### config.mk
export PLATFORM = sky130hd
export DESIGN_NAME = sm_divider
export DESIGN_NICKNAME = d
export VERILOG_FILES = /design/src/rtl/sm_divider.sv
export SDC_FILE = /design/constraint.sdc
export NUM_CORES = 1
export LEC_CHECK = 0
export BUFFER_PORTS_ARGS = -buffer_cell sky130_fd_sc_hd__buf_2
export CORE_AREA = 5 5 76 78
export DETAILED_ROUTE_END_ITERATION = 12
export DIE_AREA = 0 0 81 83
export GPL_TIMING_DRIVEN = 0
export PLACE_DENSITY = 0.82
export SLEW_MARGIN = 15
export SYNTH_ARGS = -nofsm -noshare
export SYNTH_HDL_FRONTEND = slang
export SYNTH_SLANG_ARGS = --single-unit
### constraint.sdc
create_clock -name clk -period 5.76 [get_ports clk]
set_input_delay 1.152 -clock clk [delete_from_list [all_inputs] [get_ports clk]]
set_output_delay 1.152 -clock clk [all_outputs]
set_load 0.05 [all_outputs]
### src/rtl/sm_divider.sv
// Sign-magnitude 8-bit divider: 7-iteration restoring division on the magnitudes,
// quotient then remainder delivered on obus over two consecutive cycles.
module sm_divider (
  input  logic       clk,
  input  logic       rst_b,
  input  logic       bgn,
  input  logic [7:0] ibus,
  output logic       fin,
  output logic [7:0] obus,
  output logic       busy,
  output logic       dbz
);

  typedef enum logic [2:0] {
    IDLE   = 3'd0,
    LOAD_Y = 3'd1,
    DIV    = 3'd2,
    OUT_Q  = 3'd3,
    OUT_R  = 3'd4
  } state_t;

  state_t      state_q, state_d;
  logic [2:0]  cnt_q, cnt_d;
  logic        sa_q, sa_d;
  logic        sb_q, sb_d;
  logic [6:0]  a_q, a_d;
  logic [6:0]  b_q, b_d;
  logic [6:0]  quo_q, quo_d;
  logic [6:0]  rem_q, rem_d;
  logic        dz_q, dz_d;
  logic        fin_q, fin_d;
  logic        busy_q, busy_d;
  logic        dbz_q, dbz_d;
  logic [7:0]  obus_q, obus_d;

  logic [7:0]  trial;
  logic [6:0]  diff;
  logic        ge;
  logic [6:0]  q_mag, r_mag;

  // quo_q doubles as the dividend shift register: its MSB feeds the next bit
  assign trial = {rem_q, quo_q[6]};
  assign ge    = (trial >= {1'b0, b_q});
  assign diff  = trial[6:0] - b_q;
  assign q_mag = dz_q ? 7'h7F : quo_q;
  assign r_mag = dz_q ? a_q : rem_q;

  always_comb begin
    state_d = state_q;
    cnt_d   = cnt_q;
    sa_d    = sa_q;
    sb_d    = sb_q;
    a_d     = a_q;
    b_d     = b_q;
    quo_d   = quo_q;
    rem_d   = rem_q;
    dz_d    = dz_q;
    fin_d   = fin_q;
    busy_d  = busy_q;
    dbz_d   = dbz_q;
    obus_d  = obus_q;
    unique case (state_q)
      IDLE: begin
        if (bgn) begin
          sa_d    = ibus[7];
          a_d     = ibus[6:0];
          busy_d  = 1'b1;
          dbz_d   = 1'b0;
          state_d = LOAD_Y;
        end
      end
      LOAD_Y: begin
        sb_d    = ibus[7];
        b_d     = ibus[6:0];
        dz_d    = (ibus[6:0] == 7'd0);
        quo_d   = a_q;
        rem_d   = 7'd0;
        cnt_d   = 3'd0;
        state_d = DIV;
      end
      DIV: begin
        rem_d = ge ? diff : trial[6:0];
        quo_d = {quo_q[5:0], ge};
        if (cnt_q == 3'd6) begin
          cnt_d   = 3'd0;
          state_d = OUT_Q;
        end else begin
          cnt_d = cnt_q + 3'd1;
        end
      end
      OUT_Q: begin
        obus_d  = {(sa_q ^ sb_q) & (q_mag != 7'd0), q_mag};
        fin_d   = 1'b1;
        dbz_d   = dz_q;
        state_d = OUT_R;
      end
      OUT_R: begin
        // counter is idle here, so it marks whether the remainder was sent
        if (cnt_q == 3'd0) begin
          obus_d = {sa_q & (r_mag != 7'd0), r_mag};
          cnt_d  = 3'd1;
        end else begin
          fin_d   = 1'b0;
          busy_d  = 1'b0;
          cnt_d   = 3'd0;
          state_d = IDLE;
        end
      end
      default: state_d = IDLE;
    endcase
  end

  always_ff @(posedge clk) begin
    if (!rst_b) begin
      state_q <= IDLE;
      cnt_q   <= 3'd0;
      sa_q    <= 1'b0;
      sb_q    <= 1'b0;
      a_q     <= 7'd0;
      b_q     <= 7'd0;
      quo_q   <= 7'd0;
      rem_q   <= 7'd0;
      dz_q    <= 1'b0;
      fin_q   <= 1'b0;
      busy_q  <= 1'b0;
      dbz_q   <= 1'b0;
      obus_q  <= 8'h00;
    end else begin
      state_q <= state_d;
      cnt_q   <= cnt_d;
      sa_q    <= sa_d;
      sb_q    <= sb_d;
      a_q     <= a_d;
      b_q     <= b_d;
      quo_q   <= quo_d;
      rem_q   <= rem_d;
      dz_q    <= dz_d;
      fin_q   <= fin_d;
      busy_q  <= busy_d;
      dbz_q   <= dbz_d;
      obus_q  <= obus_d;
    end
  end

  assign fin  = fin_q;
  assign obus = obus_q;
  assign busy = busy_q;
  assign dbz  = dbz_q;

endmodule

==> out/metrics.csv <==
metric,value,unit
yosysWarnings,0,
grt_pass1_wl,10.9,mm
finalClockSkew,0.00438,ns
ys_seq_area_share,36.0,%
cts.path.max_buffers,2,
routed_wl,6.38,mm
synth_area_leaders,"dfxtp_1, nand2_1, a21boi_0, nand3_1, ha_1",
outcome,"complete, no violations",
power,794,µW
diodes,0,
ant_nets,0,
utilization,59.0,%
drc_errors,0,
synth_cells,332,
dieHeight,83,µm
syn2layout_area_growth,10.7,%
r2r_slack,3.38,ns
die-area,6720,µm²
layout_commonest_cell,nand2_1,
critPathArrivalTime,2.58,ns
track_usage,20.0,%
cp-start-kind,flip-flop,
synth_ff_type,dfxtp_1,
ctsHoldBuffers,0,
p_int,533,µW
drv_cap,0,
r2r-end,rem_q[0],
hold_viol,0,
grt_pass1_vias,2335,
synth-edff-count,0,
p_leak,1.20,nW
worstSetupPathType,flip-flop to flip-flop,
core_region_area,5010,µm²
gr-total-overflow,0,
antenna_found_initial,0,
min_from,obus[2],
path_max_fanout,7,
synth_area,2670,µm²
finalNonFillerCells,431,
crit_buf_inv,2,
p_per_area,268,nW/µm²
worst_setup_path_end_kind,flip-flop,
drive_gt1_share,15.5,%
setup_viol,0,
min_period,2.38,ns
rr_startpoint,quo_q[6],
cts_buffers,5,
cts_tree,yes,
async_reset_ff_share,0,%
cp_data_required_time,5.96,ns
hp-class,flip-flop to flip-flop,
wl_per_cell,14.8,µm
tightest_slew,0.561,ns
vias,2522,
rows,26,
gp_congestion,0.912,
hpwl,4.82,mm
path_clk_slew,0.08,ns
power_frac_seq,47.4,%
first_pass_iters,5,
root_buffer,clkbuf_8,
rsz0062_at_grt,false,
worstSkewPairLatency,0.30,ns
reg2regPathDepth,9,
cts_resized,0,
min_path_cells,2,
tns,0,ns
first_iter_violations,219,
clock-sinks,48,
power.share.clock,26.0,%
fin_nets,379,
ys_ff_latch,48,
power_switching,260,µW
holdPathEnd,obus[2],
synth_top_area_share,36.0,%
synth.avg_cell_area,8.05,µm²
ys_types,57,
drv_slew,0,
port_buffers,21,
postCtsSetupBuffers,0,
htreeDepth,2,
ios,22,
start_util,53.3,%
most-common-layout-cells,"nand2_1, dfxtp_1, buf_2, a21boi_0, nand3_1",
combPwrFrac,26.5,%
grt_max_degree,15,
synth_nets,351,
crit_chain,inv_1 -> ha_1 -> inv_1 -> fa_1 -> nand3_1 -> nand2_1 -> a211oi_2 -> nand2_1 -> a32o_1,
viasPerCell,5.85,
fmax,419,MHz
ir_drop,158,µV
sw_frac_of_total,32.8,%
cp_slowest_cell,a211oi_2,
critPathTopFamily,compound AO/OA/AOI/OAI gates,
critPathMaxStageDelay,0.53,ns
die_w,81,µm
dp_cells,423,
yosys.area.top_type,dfxtp_1,
timing.final.crit_share,41.4,%
maxSlewHeadroom,62.5,%
cell usage after synthesis (2+ instances only):
cell type / n
buf_2: 7
o311ai_0: 2
and2_1: 3
a21oi_1: 10
nand3_1: 20
o21ai_0: 12
o211a_1: 6
xnor2_1: 3
nand4b_1: 2
clkbuf_1: 5
or3_1: 3
or2_2: 2
nand2_1: 78
o21ai_1: 2
nor4_1: 8
nor3_1: 4
o211ai_1: 2
inv_1: 12
nand2b_1: 4
a21boi_1: 3
o31ai_1: 2
a31oi_1: 3
nor2b_1: 3
buf_4: 2
dfxtp_1: 48
a211oi_1: 2
nor2_1: 13
buf_6: 2
mux2_2: 7
ha_1: 7
a21boi_0: 24
o221ai_1: 6
cell families after synthesis:
group / after synthesis / synth area share (%)
flops: 48 / 36.0
compound gates: 84 / 23.0
simple gates: 150 / 26.9
fa+ha+maj: 8 / 4.03
xor+xnor: 4 / 1.31
mux: 8 / 3.33
buf+inv: 30 / 5.48
final cells by class:
type	instances	area [µm²]
buffer	17	95.1
tap	70	87.6
fill	462	2050
sequential	48	961
clock inverter	1	7.51
inverter	13	51.3
multi-input combinational	254	1560
clock buffer	7	86.3
timing repair buffer	21	105
how the worst max path moves through the flow:
| stage | cells after the start | from | to |
|---|---|---|---|
| 2_1_floorplan | 9 | quo_q[6] | rem_q[0] |
| 3_3_place_gp | 9 | quo_q[6] | rem_q[0] |
| 3_5_place_dp | 9 | quo_q[6] | rem_q[0] |
| 4_1_cts | 9 | quo_q[6] | rem_q[0] |
| 5_1_grt | 9 | quo_q[6] | rem_q[0] |
| 6_report | 9 | quo_q[6] | rem_q[0] |
stage by stage:
| step | hold WS, ns | setup slack (ns) | cell area [µm²] |
|---|---|---|---|
| 5_1_grt | 0.484 | 3.25 | 2960 |
| 2_1_floorplan | 0.443 | 3.78 | 2670 |
| 4_1_cts | 0.459 | 3.41 | 2960 |
| 3_3_place_gp | 0.437 | 3.52 | 2860 |
| 3_5_place_dp | 0.449 | 3.43 | 2860 |
| 6_report | 0.452 | 3.38 | 2960 |
registers in the layout, indices dropped and copies added, names as in the netlist:
name / flops
quo_q: 7
a_q: 7
fin: 1
state_q: 3
rem_q: 7
sa_q: 1
dz_q: 1
cnt_q: 3
b_q: 7
dbz: 1
busy: 1
sb_q: 1
obus: 8
power by group through the flow:
| stage | registers, mW | clock network, mW | logic, mW |
|---|---|---|---|
| after floorplan | 0.383 | 0 | 0.156 |
| after global placement | 0.382 | 0 | 0.202 |
| after detailed placement | 0.383 | 0 | 0.208 |
| after CTS | 0.375 | 0.211 | 0.208 |
| after global routing | 0.379 | 0.225 | 0.234 |
| final | 0.376 | 0.207 | 0.211 |
worst reg2reg max path, stage by stage, from the launching register on:
cell and delay (ns):
dfxtp_1 0.35, inv_1 0.09, ha_1 0.18, inv_1 0.06, fa_1 0.41, nand3_1 0.13, nand2_1 0.14, a211oi_2 0.53
nand2_1 0.12, a32o_1 0.26
metal layers:
| metal | wire (µm) | GRT usage [%] |
|---|---|---|
| met2 | 2920 | 31.1 |
| met1 | 2990 | 27.3 |
| met4 | 115 | 7.68 |
| met3 | 362 | 3.25 |
| met5 | 0 | 0 |
Power figures use the tool's default switching activity.
